File: src/rtl/vc_test_pkg.sv
// vc_test_pkg: shared definitions for the random-delay tag source and sink
// test harness components.
//   state_e     - source FSM encoding (DELAY / SEND / DONE)
//   LFSR_TAPS   - tap mask for the 16-bit Fibonacci LFSR (taps 16,14,13,11)
//   lfsr_next   - one LFSR step
//   clog2_min1  - width needed to count 0..value-1, never less than 1
package vc_test_pkg;

  typedef enum logic [1:0] {
    DELAY = 2'd0,
    SEND  = 2'd1,
    DONE  = 2'd2
  } state_e;

  // Right-shifting form: taps 16,14,13,11 sit on bits 0,2,3,5 and the
  // feedback bit enters at bit 15.
  localparam logic [15:0] LFSR_TAPS = 16'h002D;

  function automatic logic [15:0] lfsr_next(input logic [15:0] cur);
    return {^(cur & LFSR_TAPS), cur[15:1]};
  endfunction

  function automatic int unsigned clog2_min1(input int unsigned value);
    int unsigned width;
    width = 32'd1;
    while ((32'd1 << width) < value) begin
      width = width + 32'd1;
    end
    return width;
  endfunction

endpackage

File: src/rtl/vc_test_lfsr16.sv
// vc_test_lfsr16: 16-bit Fibonacci LFSR with advance enable.
//   clk        - clock
//   reset      - asynchronous active-low reset, loads p_seed
//   adv        - advance one step on the next posedge
//   next_value - value the register takes on the next advance
module vc_test_lfsr16
  import vc_test_pkg::*;
#(
  parameter logic [15:0] p_seed = 16'hACE1
) (
  input  logic        clk,
  input  logic        reset,
  input  logic        adv,
  output logic [15:0] next_value
);

  logic [15:0] lfsr_r;

  // LFSR state: seed on reset, one step per advance
  always_ff @(posedge clk or negedge reset) begin
    if (!reset) begin
      lfsr_r <= p_seed;
    end else if (adv) begin
      lfsr_r <= lfsr_next(lfsr_r);
    end else begin
      lfsr_r <= lfsr_r;
    end
  end

  assign next_value = lfsr_next(lfsr_r);

endmodule

File: src/rtl/vc_test_rand_delay_tag_source.sv
// vc_test_rand_delay_tag_source: replays the message array m[] in index
// order, stamping a wrapping tag into each message and inserting an
// LFSR-chosen idle gap of 0..p_max_delay cycles before each one.
//   clk      - clock
//   reset    - asynchronous active-low reset
//   num_msgs - number of valid entries in m[] (static after reset)
//   val/rdy  - valid/ready handshake of the outgoing message stream
//   msg      - current message with the tag field substituted
//   done     - all num_msgs messages have been accepted
// m[] has no write port: it is loaded hierarchically while reset is held
// and is deliberately left untouched by reset.
module vc_test_rand_delay_tag_source
  import vc_test_pkg::*;
#(
  parameter int unsigned p_msg_nbits   = 1,
  parameter int unsigned p_num_entries = 1024,
  parameter int unsigned p_idx_nbits   = 10,
  parameter int unsigned p_tag_nbits   = 1,
  parameter int unsigned p_tag_offset  = 0,
  parameter int unsigned p_max_delay   = 0,
  parameter logic [15:0] p_seed        = 16'hACE1
) (
  input  logic                   clk,
  input  logic                   reset,
  input  logic [p_idx_nbits-1:0] num_msgs,
  output logic                   val,
  input  logic                   rdy,
  output logic [p_msg_nbits-1:0] msg,
  output logic                   done
);

  localparam int unsigned DLY_NBITS = clog2_min1(p_max_delay + 32'd1);
  localparam logic [DLY_NBITS-1:0] DLY_RESET =
    DLY_NBITS'(32'(p_seed) % (p_max_delay + 32'd1));
  localparam logic [DLY_NBITS-1:0]   DLY_ONE = DLY_NBITS'(1'b1);
  localparam logic [p_idx_nbits-1:0] IDX_ONE = p_idx_nbits'(1'b1);
  localparam logic [p_tag_nbits-1:0] TAG_ONE = p_tag_nbits'(1'b1);

  logic [p_msg_nbits-1:0] m [p_num_entries];

  state_e                 state_r;
  state_e                 state_n;
  state_e                 cur_state_s;
  logic [p_idx_nbits-1:0] idx_r;
  logic [p_idx_nbits-1:0] idx_n;
  logic [p_idx_nbits-1:0] idx_inc_s;
  logic [p_tag_nbits-1:0] tag_r;
  logic [p_tag_nbits-1:0] tag_n;
  logic [DLY_NBITS-1:0]   dly_r;
  logic [DLY_NBITS-1:0]   dly_n;
  logic [DLY_NBITS-1:0]   dly_load_s;
  logic [15:0]            lfsr_next_s;
  logic                   xfer_s;
  logic [p_msg_nbits-1:0] msg_tagged_s;

  vc_test_lfsr16 #(
    .p_seed (p_seed)
  ) u_lfsr (
    .clk        (clk),
    .reset      (reset),
    .adv        (xfer_s),
    .next_value (lfsr_next_s)
  );

  assign idx_inc_s  = idx_r + IDX_ONE;
  assign dly_load_s = DLY_NBITS'(32'(lfsr_next_s) % (p_max_delay + 32'd1));
  assign xfer_s     = (cur_state_s == SEND) && rdy;

  // State and datapath registers
  always_ff @(posedge clk or negedge reset) begin
    if (!reset) begin
      state_r <= DELAY;
      idx_r   <= '0;
      tag_r   <= '0;
      dly_r   <= DLY_RESET;
    end else begin
      state_r <= state_n;
      idx_r   <= idx_n;
      tag_r   <= tag_n;
      dly_r   <= dly_n;
    end
  end

  // DELAY resolves to its successor within the same cycle, so an expired
  // delay (or an exhausted message list) costs no extra cycle.
  always_comb begin
    cur_state_s = state_r;
    if (state_r == DELAY) begin
      if (idx_r >= num_msgs) begin
        cur_state_s = DONE;
      end else if (dly_r == '0) begin
        cur_state_s = SEND;
      end else begin
        cur_state_s = DELAY;
      end
    end else begin
      cur_state_s = state_r;
    end
  end

  // Next-state and datapath update
  always_comb begin
    state_n = state_r;
    idx_n   = idx_r;
    tag_n   = tag_r;
    dly_n   = dly_r;
    case (cur_state_s)
      DELAY: begin
        state_n = DELAY;
        dly_n   = dly_r - DLY_ONE;
      end
      SEND: begin
        if (rdy) begin
          idx_n = idx_inc_s;
          tag_n = tag_r + TAG_ONE;
          dly_n = dly_load_s;
          if (idx_inc_s == num_msgs) begin
            state_n = DONE;
          end else begin
            state_n = DELAY;
          end
        end else begin
          state_n = SEND;
        end
      end
      DONE: begin
        state_n = DONE;
      end
      default: begin
        state_n = DELAY;
      end
    endcase
  end

  // Outputs: decodes of registered state only; reset forces them low at once
  always_comb begin
    msg_tagged_s = m[idx_r];
    msg_tagged_s[p_tag_offset +: p_tag_nbits] = tag_r;
    if (reset && (cur_state_s == SEND)) begin
      val = 1'b1;
      msg = msg_tagged_s;
    end else begin
      val = 1'b0;
      msg = '0;
    end
    done = (state_r == DONE);
  end

endmodule

File: config.mk
export PLATFORM = sky130hd
export DESIGN_NAME = vc_test_rand_delay_tag_source
export DESIGN_NICKNAME = d
export VERILOG_FILES = /design/src/rtl/vc_test_pkg.sv /design/src/rtl/vc_test_lfsr16.sv /design/src/rtl/vc_test_rand_delay_tag_source.sv
export SDC_FILE = /design/constraint.sdc
export NUM_CORES = 1
export LEC_CHECK = 0
export CAP_MARGIN = 5
export CORE_MARGIN = 1
export CORE_UTILIZATION = 50
export DETAILED_ROUTE_END_ITERATION = 10
export DONT_BUFFER_PORTS = 1
export HOLD_SLACK_MARGIN = 0.05
export PLACE_DENSITY = 0.68
export SLEW_MARGIN = 25
export SYNTH_ARGS = -nofsm -noshare
export SYNTH_HDL_FRONTEND = slang
export SYNTH_SLANG_ARGS = --single-unit
File: constraint.sdc
create_clock -name clk -period 2.7 [get_ports clk]
set_clock_uncertainty 0.05 [all_clocks]
set_input_delay 0.27 -clock clk [delete_from_list [all_inputs] [get_ports clk]]
set_output_delay 0.27 -clock clk [all_outputs]
set_load 0.02 [all_outputs]
==> impl_results.md <==
* Worst hold path class: input pin to flop
* GRT overflow at 0
* Max Slew Vio Count at 0
* Violated checks: setup timing
* Flops & latches, synth at 14
* Post-synthesis mux area share at 0.932%
* Hold slack at 0.126 ns
* Mean Syn Cell Area at 9.30 um^2
* Initial antenna violation count at 0
* Main combinational cell family by area after synthesis: simple AND/OR/NAND/NOR gates
* Least-Margin Pin Slew at just under 0.7 ns
* Drt drc at 0
* Largest net degree at the start of global routing at 15
* Crit Path Category: flop to flop
* Nets at 179
* Die width at 51.2 um
* Post-Syn Nets at 157
* Total power at 1.46 mW
* Core Footprint at 2250 um^2
* Slew headroom at a little over half
* Mapped cell area at ~1200 um^2
* TritonRoute pass-1 iters at 4
* Top post-synthesis cells by area: dfrtp_1 29%, ha_1 14%, xnor2_1 8.7%
* RD Place Congestion at around 0.82
* Post-synth EDFFs at 0
* Post-Route WL at 2680 um
* CTS clk-pin slew, worst paths at 0.09 ns
* Top cell type's share of synthesized area at about 29%
* Simple-gate share of the synthesized area at 19.8%
* Crit path launch type: flop
* WP data required at 2.84 ns
* Synth Instances at 130
* Leakage power at about 0.66 nW
* # rows at 17
* First-pass GRT wire length at 4470 um
* Wire per inst at roughly 15 um
* Setup tns final at -0.164 ns
* Hold Fails Final Rpt at 0
* Run status: finished with violations
* Worst Path Arrival at 3.01 ns
* CTS tree: yes
* XOR/XNOR share of the synthesized area at between 10% and 20%
* Final Cycle Share at 106%
* Worst reg2reg path startpoint: idx_r[0]
* Final worst slack at -0.164 ns
* N_diodes at 0
* Remaining antenna violation count at 0
* # setup viols final at 1
* WL met3 at 81 um
* Ys Warns at 0
* Clk root buf: clkbuf_4
* Part of the Yosys area used for sequential elements at 29.0%
* Max-cap violations at 0
* Via count at between 1000 and 1500
* Main synth FF type: dfrtp_1
* Hold Crit Start: rdy
* H-tree depth at 1
* Layout cells sized above 1 at 28.0%
* Count of different cell masters after synthesis at 43
* RSZ-0062 raised after global routing: true
* Wl on met1 at 1200 um
* Number of I/O pins at 16
* Asr flop ratio synth at 100%
* Crit. Startpoint: idx_r[0]
* Insertion delay to the later sink of the worst-skew pair at 0.28 ns
* Clk buf depth at 2
* Gr usage total at between 20% and 30%
* Die area at between 2000 and 3000 um^2
* TritonCTS Buffers at 3
* Die height at 51.2 um
* Cell taking the most area after synthesis: dfrtp_1
* Initial Util at approximately 54%
* Avg Vias per Cell at roughly 5.6
* Max Used Layer: met4
* Adder-Cell Fraction of Synth Area at 14.5%
* Crit. End Element: flop
* Vias in the first global route at 1064
* Pwr dens at just under 1000 nW/um^2
* Worst-case vdd ir drop at roughly 0.74 mV
* Synth Area in Compound Gates at 15.0%
* Initial drt markers at 25
* Sink Count at 14
* Commonest cells post-synth: 14 x dfrtp_1, 14 x ha_1, 12 x inv_1, 12 x xnor2_1, 8 x nand2_1
* Filler Cell Count at roughly 200
* F_max at 0.349 GHz
* Area delta synth->final at 22.7%
* Final Critical Period at roughly 2.9 ns
* CP max FO at 3
* Metal2 WL at ~1400 um
* Port bufs at 0
* Detailed Place HPWL at 1990 um
[critical path, cell delays in order (launching register included)]
cell	delay, ns
dfrtp_1	0.41
inv_2	0.08
ha_4	0.19
nand2b_4	0.13
a21oi_2	0.13
o21bai_1	0.07
a21oi_1	0.18
o21ai_2	0.12
o21ai_2	0.17
ha_4	0.23
nor4bb_4	0.26
o211ai_1	0.12
or4_4	0.42
o32ai_2	0.20
[cell type report]
type | count | area (um^2) | share of cell area [%]
flip-flops and latches | 14 | 350 | 23.6
inverters | 12 | 45.0 | 3.04
multi-input cells | 102 | 882 | 59.5
repair buffers | 19 | 148 | 9.96
well taps | 28 | 35.0 | 2.36
clock buffers | 3 | 22.5 | 1.52
[sequential cells by signal, indices dropped and copies added (netlist names)]
register	flops
state_r	2
dly_r	1
msg_tagged_s	1
idx_r	10
[placed cells by master, fill, tap and decap left out, drive strengths merged]
cell type	instances
buf	17
dfrtp	14
ha	14
xnor2	13
inv	12
nand2	9
xor2	7
nor2	7
nand3	7
o21ai	5
a21oi	4
nor3	4
o211ai	3
clkbuf	3
and3	3
o21a	2
nor3b	2
dlygate4sd3	2
nand2b	2
o21bai	1
a211o	1
and4	1
a21o	1
a31oi	1
nor4b	1
a31o	1
o2bb2ai	1
a22oi	1
or2	1
o32a	1
nor4bb	1
o221ai	1
o31a	1
or4	1
o32ai	1
nor2b	1
and2	1
mux2	1
o22ai	1
[per-stage QoR]
stage / worst slack [ns] / std cells / cell area, um^2 / util, %
after global placement: -0.109 / 172 / 1350 / 59.9
after global routing: -0.330 / 178 / 1480 / 65.8
final: -0.164 / 178 / 1480 / 65.8
after floorplan: -0.132 / 130 / 1210 / -
after detailed placement: -0.267 / 172 / 1350 / 59.9
after CTS: -0.126 / 178 / 1440 / 63.7
[power by group]
part | internal [mW] | total, mW | switching (mW)
registers | 0.289 | 0.348 | 0.0585
clock network | 0.0518 | 0.124 | 0.0725
logic | 0.506 | 0.993 | 0.487
[path summary, 6_finish.rpt]
path                       slack [ns]           end  cells after the start
min in group asynchronous        0.41    state_r[0]                      1
min                              0.13      idx_r[2]                      2
min reg2reg                      0.43  msg_tagged_s                      1
max reg2reg                     -0.16    state_r[1]                     13
max in group asynchronous        1.74      idx_r[8]                      1
max                             -0.16    state_r[1]                     13
[metal layers]
| layer | GRT usage [%] | vias up |
|---|---|---|
| met5 | 0 | - |
| met4 | 9.26 | 0 |
| met3 | 4.46 | 4 |
| met2 | 38.6 | 19 |
| met1 | 30.1 | 482 |
| li1 | - | 499 |
[logic make-up (layout without fill, tap and decap cells)]
group	count (synthesis)	in the layout
flip-flops	14	14
multiplexers	1	1
AND/OR/NAND/NOR	41	41
AO/OA/AOI/OAI	26	26
adder cells (fa/ha/maj)	14	14
buffers and inverters	14	34
XOR/XNOR	20	20
[what timing repair did]
item | CTS | global route
hold buffers | 2 | 0
setup endpoints to repair | 1 | 4
buffers inserted | 1 | 0
resized for setup | 6 | 8
pin swaps | 3 | 3
hold endpoints to repair | 16 | 0
Note: power is estimated with default switching activity, not from simulation.
